**src/rtl/sha_mem_arbiter.sv**
```systemverilog
// sha_mem_arbiter: round-robin owner of the single message/hash memory port.
// One engine owns the port for a whole job (reads plus hash write-back); a
// hold watchdog reclaims the port from an engine that never releases it.
module sha_mem_arbiter #(
  parameter int NUM_REQ    = 4,
  parameter int ADDR_W     = 16,
  parameter int DATA_W     = 32,
  parameter int HOLD_LIMIT = 2048
) (
  input  logic                      clk,
  input  logic                      reset_n,
  input  logic [NUM_REQ-1:0]        req,
  input  logic [NUM_REQ-1:0]        req_we,
  input  logic [NUM_REQ*ADDR_W-1:0] req_addr,
  input  logic [NUM_REQ*DATA_W-1:0] req_wdata,
  output logic [NUM_REQ-1:0]        gnt,
  output logic [DATA_W-1:0]         rdata,
  output logic                      mem_clk,
  output logic                      mem_we,
  output logic [ADDR_W-1:0]         mem_addr,
  output logic [DATA_W-1:0]         mem_write_data,
  input  logic [DATA_W-1:0]         mem_read_data,
  output logic                      hold_err
);

  localparam int PTR_W = $clog2(NUM_REQ);
  localparam int CNT_W = (HOLD_LIMIT > 1) ? $clog2(HOLD_LIMIT + 1) : 1;
  localparam logic [CNT_W-1:0] CNT_LAST = (HOLD_LIMIT > 0) ? CNT_W'(HOLD_LIMIT - 1) : '0;

  typedef enum logic [1:0] {S_IDLE, S_OWN, S_HANDOFF} state_t;

  state_t             state_q, state_d;
  logic [NUM_REQ-1:0] gnt_q, gnt_d;
  logic [PTR_W-1:0]   ptr_q, ptr_d;     // last winner; also the current owner in OWN
  logic [CNT_W-1:0]   cnt_q, cnt_d;
  logic               err_q, err_d;
  logic [NUM_REQ-1:0] blk_q, blk_d;     // engines evicted by the watchdog, until they drop req
  logic [NUM_REQ-1:0] elig;
  logic               pick_vld;
  logic [PTR_W-1:0]   pick_idx;

  assign elig     = req & ~blk_q;
  assign gnt      = gnt_q;
  assign hold_err = err_q;
  assign rdata    = mem_read_data;
  assign mem_clk  = clk;

  // Round-robin search: first eligible engine starting just above the last winner.
  always_comb begin
    int idx;
    pick_vld = 1'b0;
    pick_idx = '0;
    idx      = 0;
    for (int off = 1; off <= NUM_REQ; off++) begin
      idx = int'(ptr_q) + off;
      if (idx >= NUM_REQ) idx = idx - NUM_REQ;
      if (!pick_vld && elig[PTR_W'(idx)]) begin
        pick_vld = 1'b1;
        pick_idx = PTR_W'(idx);
      end
    end
  end

  // Ownership FSM: grant in IDLE, hold through OWN, one quiet HANDOFF cycle.
  always_comb begin
    state_d = state_q;
    gnt_d   = gnt_q;
    ptr_d   = ptr_q;
    cnt_d   = cnt_q;
    err_d   = err_q;
    blk_d   = blk_q & req;   // an evicted engine becomes eligible once it drops req
    case (state_q)
      S_IDLE: begin
        if (pick_vld) begin
          gnt_d   = NUM_REQ'(1) << pick_idx;
          ptr_d   = pick_idx;
          cnt_d   = '0;
          state_d = S_OWN;
        end
      end
      S_OWN: begin
        if (!req[ptr_q]) begin
          gnt_d   = '0;
          state_d = S_HANDOFF;
        end else if ((HOLD_LIMIT != 0) && (cnt_q == CNT_LAST)) begin
          gnt_d        = '0;
          err_d        = 1'b1;
          blk_d[ptr_q] = 1'b1;
          state_d      = S_HANDOFF;
        end else if (cnt_q != {CNT_W{1'b1}}) begin
          cnt_d = cnt_q + 1'b1;  // saturate so a disabled watchdog never wraps
        end
      end
      S_HANDOFF: begin
        state_d = S_IDLE;
      end
      default: begin
        gnt_d   = '0;
        state_d = S_IDLE;
      end
    endcase
  end

  // State registers; reset abandons any job and gives engine 0 first priority.
  always_ff @(posedge clk or negedge reset_n) begin
    if (!reset_n) begin
      state_q <= S_IDLE;
      gnt_q   <= '0;
      ptr_q   <= PTR_W'(NUM_REQ - 1);
      cnt_q   <= '0;
      err_q   <= 1'b0;
      blk_q   <= '0;
    end else begin
      state_q <= state_d;
      gnt_q   <= gnt_d;
      ptr_q   <= ptr_d;
      cnt_q   <= cnt_d;
      err_q   <= err_d;
      blk_q   <= blk_d;
    end
  end

  // Memory-side mux: only the owner reaches the port, everything else is quiet.
  always_comb begin
    mem_we         = 1'b0;
    mem_addr       = '0;
    mem_write_data = '0;
    if (state_q == S_OWN) begin
      mem_we         = req_we[ptr_q] & req[ptr_q];
      mem_addr       = req_addr[ptr_q*ADDR_W +: ADDR_W];
      mem_write_data = req_wdata[ptr_q*DATA_W +: DATA_W];
    end
  end

endmodule

```
**config.mk**
```make
export PLATFORM = sky130hd
export DESIGN_NAME = sha_mem_arbiter
export DESIGN_NICKNAME = d
export VERILOG_FILES = /design/src/rtl/sha_mem_arbiter.sv
export SDC_FILE = /design/constraint.sdc
export NUM_CORES = 1
export LEC_CHECK = 0
export BUFFER_PORTS_ARGS = -buffer_cell sky130_fd_sc_hd__buf_2
export CAP_MARGIN = 20
export CORE_AREA = 2 2 124 126
export DETAILED_ROUTE_END_ITERATION = 16
export DIE_AREA = 0 0 126 128
export PLACE_DENSITY_LB_ADDON = 0.12
export SYNTH_ARGS = -nofsm -noshare
export SYNTH_HDL_FRONTEND = slang
export SYNTH_SLANG_ARGS = --single-unit
```
**constraint.sdc**
```tcl
create_clock -name clk -period 2.5 [get_ports clk]
set_input_delay 0.25 -clock clk [delete_from_list [all_inputs] [get_ports clk]]
set_output_delay 0.25 -clock clk [all_outputs]
set_load 0.03 [all_outputs]
```
=== Word level (Yosys, flattened, before mapping) ===
Index checks and enable logic that the tools add are counted.

* Equality and inequality tests: 9
* Reduce and logical (&&, ||, !) cells: 14
* Multiplexer cells: 49
* Order comparisons: 10
* Shifts and indexed selects: 3
* Bitwise gates (word level): 6
* Add/sub/neg operators: 9

{| class="wikitable"
|+ Operator list
! kind !! count
|-
| indexed part select 128 x 8 -> 32 bit || 1
|-
| indexed part select 64 x 7 -> 16 bit || 1
|-
| 2-to-1 mux 12 bit || 4
|-
| 2-to-1 mux 32 bit || 1
|-
| 2-to-1 mux 4 bit || 6
|-
| case mux 12 bit (2 select lines) || 1
|-
| 2-to-1 mux 2 bit || 11
|-
| < comparator 2 x 4 -> 1 bit, second input constant || 4
|-
| 2-to-1 mux 1 bit || 16
|-
| 2-to-1 mux 16 bit || 1
|-
| adder 12 x 1 -> 12 bit, second input constant || 1
|-
| binary-select mux 1 bit (select 2 bit) || 6
|-
| == test 12 x 11 -> 1 bit, second input constant || 1
|-
| != test 12 bit, second input constant || 1
|-
| case mux 4 bit (3 select lines) || 1
|-
| greater-or-equal comparator 3 bit, second input constant || 3
|-
| AND 4 bit || 2
|-
| != test 2 bit, second input constant || 4
|-
| subtractor 2 x 1 -> 2 bit, second input constant || 4
|-
| adder 2 x 2 -> 3 bit, second input constant || 2
|-
| AND reduction 3 bit || 2
|-
| AND reduction 5 bit || 1
|-
| adder 2 x 3 -> 4 bit, second input constant || 1
|-
| greater-or-equal comparator 4 x 3 -> 1 bit, second input constant || 1
|-
| other kinds (18) || 24
|}

* Register bits after elaboration: 25
* Input port bits: 234

=== Depth between registers and ports, before layout ===
* Depth after elaboration: 19
* Mapped depth: 8
* Depth with buffers taken out: 6

==> flow_metrics.env <==
export IMPL_synth_lib_cells_used_distinct=44
export IMPL_hpwl_after_detailed_placement_mm=10.89
export IMPL_cellInternalPower_uw=2574
export IMPL_power_frac_comb_pct=75.2
export IMPL_port_buffer_count=256
export IMPL_whs_ns=0.1440
export IMPL_synthToLayoutAreaGrowth_pct=48.33
export IMPL_avgViaCountPerCell=4.668
export IMPL_critical_path_startpoint_type="flop"
export IMPL_avgSynthCellArea_um2=11.01
export IMPL_final_seq_area_um2=631.9
export IMPL_grt_overflow_total=0
export IMPL_timing_final_max_slew_violations=0
export IMPL_nFillCells=1579
export IMPL_time_the_final_worst_path_needs_with_i_o_delays_and_setup_ns=2.451
export IMPL_syn_cell_area_um2=3138
export IMPL_wl_per_cell_um=18.59
export IMPL_synthesis_warnings=0
export IMPL_synth_mux_area_fraction_pct=38.12
export IMPL_end_kind="output port"
export IMPL_worstPathMaxFanout=15
export IMPL_tritoncts="yes"
export IMPL_maxSlewHeadroom_pct=53.94
export IMPL_top_level_ports=321
export IMPL_die_area_um2=16130
export IMPL_required_ns=2.25
export IMPL_synth_edff_count=0
export IMPL_syn_num_nets=524
export IMPL_post_route_period_util_pct=98.04
export IMPL_post_layout_total_power_uw=4955
export IMPL_die_h_um=128
export IMPL_fin_nets=749
export IMPL_placed_cell_area_um2=4400
export IMPL_total_leakage_power_uw=0.002286
export IMPL_synth_main_ff_cell="sky130_fd_sc_hd__dfrtp_1"
export IMPL_cts_reportedPaths_clkPinSlew_ns=0.07
export IMPL_timing_clock_skew_ns=0.003191
export IMPL_seq_power_share_pct=11.6
export IMPL_unrepaired_setup_endpoints_after_global_routing="true"
export IMPL_ys_ff_latch=25
export IMPL_groute_usage_overall_pct=15.68
export IMPL_maxCapViolations=0
export IMPL_r2r_worst_path_cells=7
export IMPL_grt_pass1_wl_mm=19.26
export IMPL_setup_viol=0
export IMPL_routed_wl_mm=13.00
export IMPL_power_switching_share_pct=48.06
export IMPL_drtPass1Iterations=4
export IMPL_drc=0
export IMPL_post_synth_and_or_nand_nor_area_fraction_pct=19.30
export IMPL_arrival_ns=2.20
export IMPL_vias=3263
export IMPL_multi_input_area_um2=2152
export IMPL_post_route_cell_area_um2=4654
export IMPL_ys_async_sr_fraction_pct=100.0
export IMPL_initial_antenna_violation_count=4
export IMPL_ant_nets=0
export IMPL_grt_start_max_net_pins=52
export IMPL_global_placer_s_final_weighted_congestion=0.8779
export IMPL_hold_violations=0
export IMPL_min_path_type="in -> reg"
export IMPL_core_area_um2=14860
export IMPL_pwr_density_cell_nw_per_um2=1064
export IMPL_synth_compound_gate_area_share_pct=7.775
export IMPL_final_core_util_pct=31.31
export IMPL_outcome="finished clean"
export IMPL_initial_utilization_pct=21.11
export IMPL_worst_setup_path_type="reg -> out"
export IMPL_grt_pass1_vias=3377
export IMPL_drt_initial_drc_count=108
export IMPL_insertion_delay_ns=0.37
export IMPL_syn_inst=285
export IMPL_max_freq_mhz=408.0
export IMPL_irDropWorstVdd_mv=0.4293
export IMPL_synthAdderAreaFrac_pct=1.994
export IMPL_p_clk_share_pct=13.2
export IMPL_synth_seq_area_share_pct=20.02
export IMPL_net_switching_power_uw=2381
export IMPL_globalRouteMet1Util_pct=20.49
export IMPL_rows=45
export IMPL_timing_worst_slew_pin_value_ns=0.6863
export IMPL_synthXorXnorAreaFrac_pct=1.396
export IMPL_busiest_layer="met2"
export IMPL_timing_hold_worst_path_depth=2
export IMPL_gr_usage_met2_pct=25.77
export IMPL_drive_gt1_share_pct=66.01
export IMPL_largest_family_of_logic_cells_by_synthesized_area="multiplexers"
export IMPL_globalRouteMet3Util_pct=4.508
export IMPL_die_width_um=126
[synthesized netlist by cell type, types with 5 or more instances]
cell                       number  share of area [%]
sky130_fd_sc_hd__mux4_2        50                 36
sky130_fd_sc_hd__nand2_1       16                1.9
sky130_fd_sc_hd__nor2_1        10                1.2
sky130_fd_sc_hd__a22o_1         8                2.2
sky130_fd_sc_hd__and2_1        49                9.8
sky130_fd_sc_hd__o21ai_1        6               0.96
sky130_fd_sc_hd__xnor2_1        5                1.4
sky130_fd_sc_hd__ha_1           5                2.0
sky130_fd_sc_hd__mux2i_1        7                2.2
sky130_fd_sc_hd__nand4_1        5                1.0
sky130_fd_sc_hd__buf_4         34                8.1
sky130_fd_sc_hd__dfrtp_1       23                 18
sky130_fd_sc_hd__clkbuf_1      11                1.3
[flip-flops by register name, indices dropped and copies added (netlist names)]
name,cells
cnt_q,12
blk_q,4
gnt,4
ptr_q,2
state_q,2
hold_err,1
[placed cells by master (no fill, tap or decap), types with 2 or more instances in the layout]
| master | n |
|---|---|
| sky130_fd_sc_hd__a21o_1 | 2 |
| sky130_fd_sc_hd__a21oi_1 | 4 |
| sky130_fd_sc_hd__inv_2 | 2 |
| sky130_fd_sc_hd__nand2_1 | 16 |
| sky130_fd_sc_hd__buf_2 | 254 |
| sky130_fd_sc_hd__xnor2_1 | 5 |
| sky130_fd_sc_hd__mux2i_1 | 7 |
| sky130_fd_sc_hd__ha_1 | 5 |
| sky130_fd_sc_hd__mux4_2 | 50 |
| sky130_fd_sc_hd__nor2b_1 | 2 |
| sky130_fd_sc_hd__and4_1 | 2 |
| sky130_fd_sc_hd__o21ai_1 | 6 |
| sky130_fd_sc_hd__nand2b_1 | 3 |
| sky130_fd_sc_hd__o21ai_0 | 3 |
| sky130_fd_sc_hd__nand4_1 | 5 |
| sky130_fd_sc_hd__o31ai_1 | 2 |
| sky130_fd_sc_hd__nor2_1 | 10 |
| sky130_fd_sc_hd__nor3_1 | 3 |
| sky130_fd_sc_hd__buf_16 | 3 |
| sky130_fd_sc_hd__and2_1 | 49 |
| sky130_fd_sc_hd__nand3_1 | 3 |
| sky130_fd_sc_hd__buf_6 | 3 |
| sky130_fd_sc_hd__inv_1 | 2 |
| sky130_fd_sc_hd__buf_4 | 8 |
| sky130_fd_sc_hd__diode_2 | 2 |
| sky130_fd_sc_hd__a31oi_1 | 2 |
| sky130_fd_sc_hd__clkbuf_16 | 6 |
| sky130_fd_sc_hd__nor4_2 | 3 |
| sky130_fd_sc_hd__dfrtp_1 | 23 |
| sky130_fd_sc_hd__a22o_1 | 8 |
[repair_timing]
| action | 4_1_cts | 5_1_grt |
|---|---|---|
| cloned | 1 | 0 |
| setup endpoints to repair | 30 | 22 |
| buffers inserted | 3 | 0 |
| hold buffers | 1 | 0 |
| endpoints found under the hold margin | 23 | 0 |
| resized for setup | 4 | 5 |
[metrics by stage]
stage | worst slack [ns] | std cells | TNS, ns
after floorplan | 0.2544 | 285 | 0
after global placement | 0.3146 | 685 | 0
after detailed placement | 0.3032 | 685 | 0
after CTS | 0.0008435 | 697 | 0
after global routing | -0.02431 | 698 | -0.1024
final | 0.04894 | 699 | 0
[critical path, stage by stage, from the launching register on]
cell,delay [ns]
sky130_fd_sc_hd__dfstp_4,0.72
sky130_fd_sc_hd__buf_16,0.19
sky130_fd_sc_hd__mux4_2,0.56
sky130_fd_sc_hd__and2_1,0.19
sky130_fd_sc_hd__buf_4,0.16
[kinds of logic after synthesis]
kind of cell	Yosys count
buf+inv	56
compound gates	34
fa+ha+maj	5
flops	25
mux	57
xor+xnor	5
simple gates	103
[power groups by stage]
stage          clock (uW)  combinational (uW)  sequential, uW
2_1_floorplan        59.9                2730             580
3_3_place_gp         50.4                3600             590
6_report              652                3730             576
3_5_place_dp         50.4                3620             589
5_1_grt               704                4010             592
4_1_cts               669                3770             576
[worst paths after layout]
check,startpoint,end,slack (ns)
max,ptr_q[0],mem_write_data[16],0.05
min,req[3],blk_q[3],0.14
max reg2reg,ptr_q[0],cnt_q[4],0.23
min reg2reg,hold_err,hold_err,0.47
max in group asynchronous,reset_n,state_q[1],1.70
min in group asynchronous,reset_n,cnt_q[4],0.40
[area by class of cell]
cell class / instances / share of cell area, %
Timing Repair Buffer: 268 / 31.21
Clock inverter: 1 / 0.1613
Antenna cell: 2 / 0.1075
Clock buffer: 7 / 3.333
Sequential cell: 25 / 13.58
Inverter: 4 / 0.3226
Multi-Input combinational cell: 204 / 46.24
Tap cell: 188 / 5.054
[metal layers]
| layer | up-vias | wire length [um] |
|---|---|---|
| li1 | 1510 | - |
| met1 | 1584 | 5383 |
| met4 | 4 | 160 |
| met5 | - | 23 |
| met3 | 26 | 1260 |
| met2 | 139 | 6166 |
No activity file was read; power rests on OpenSTA's default activity.
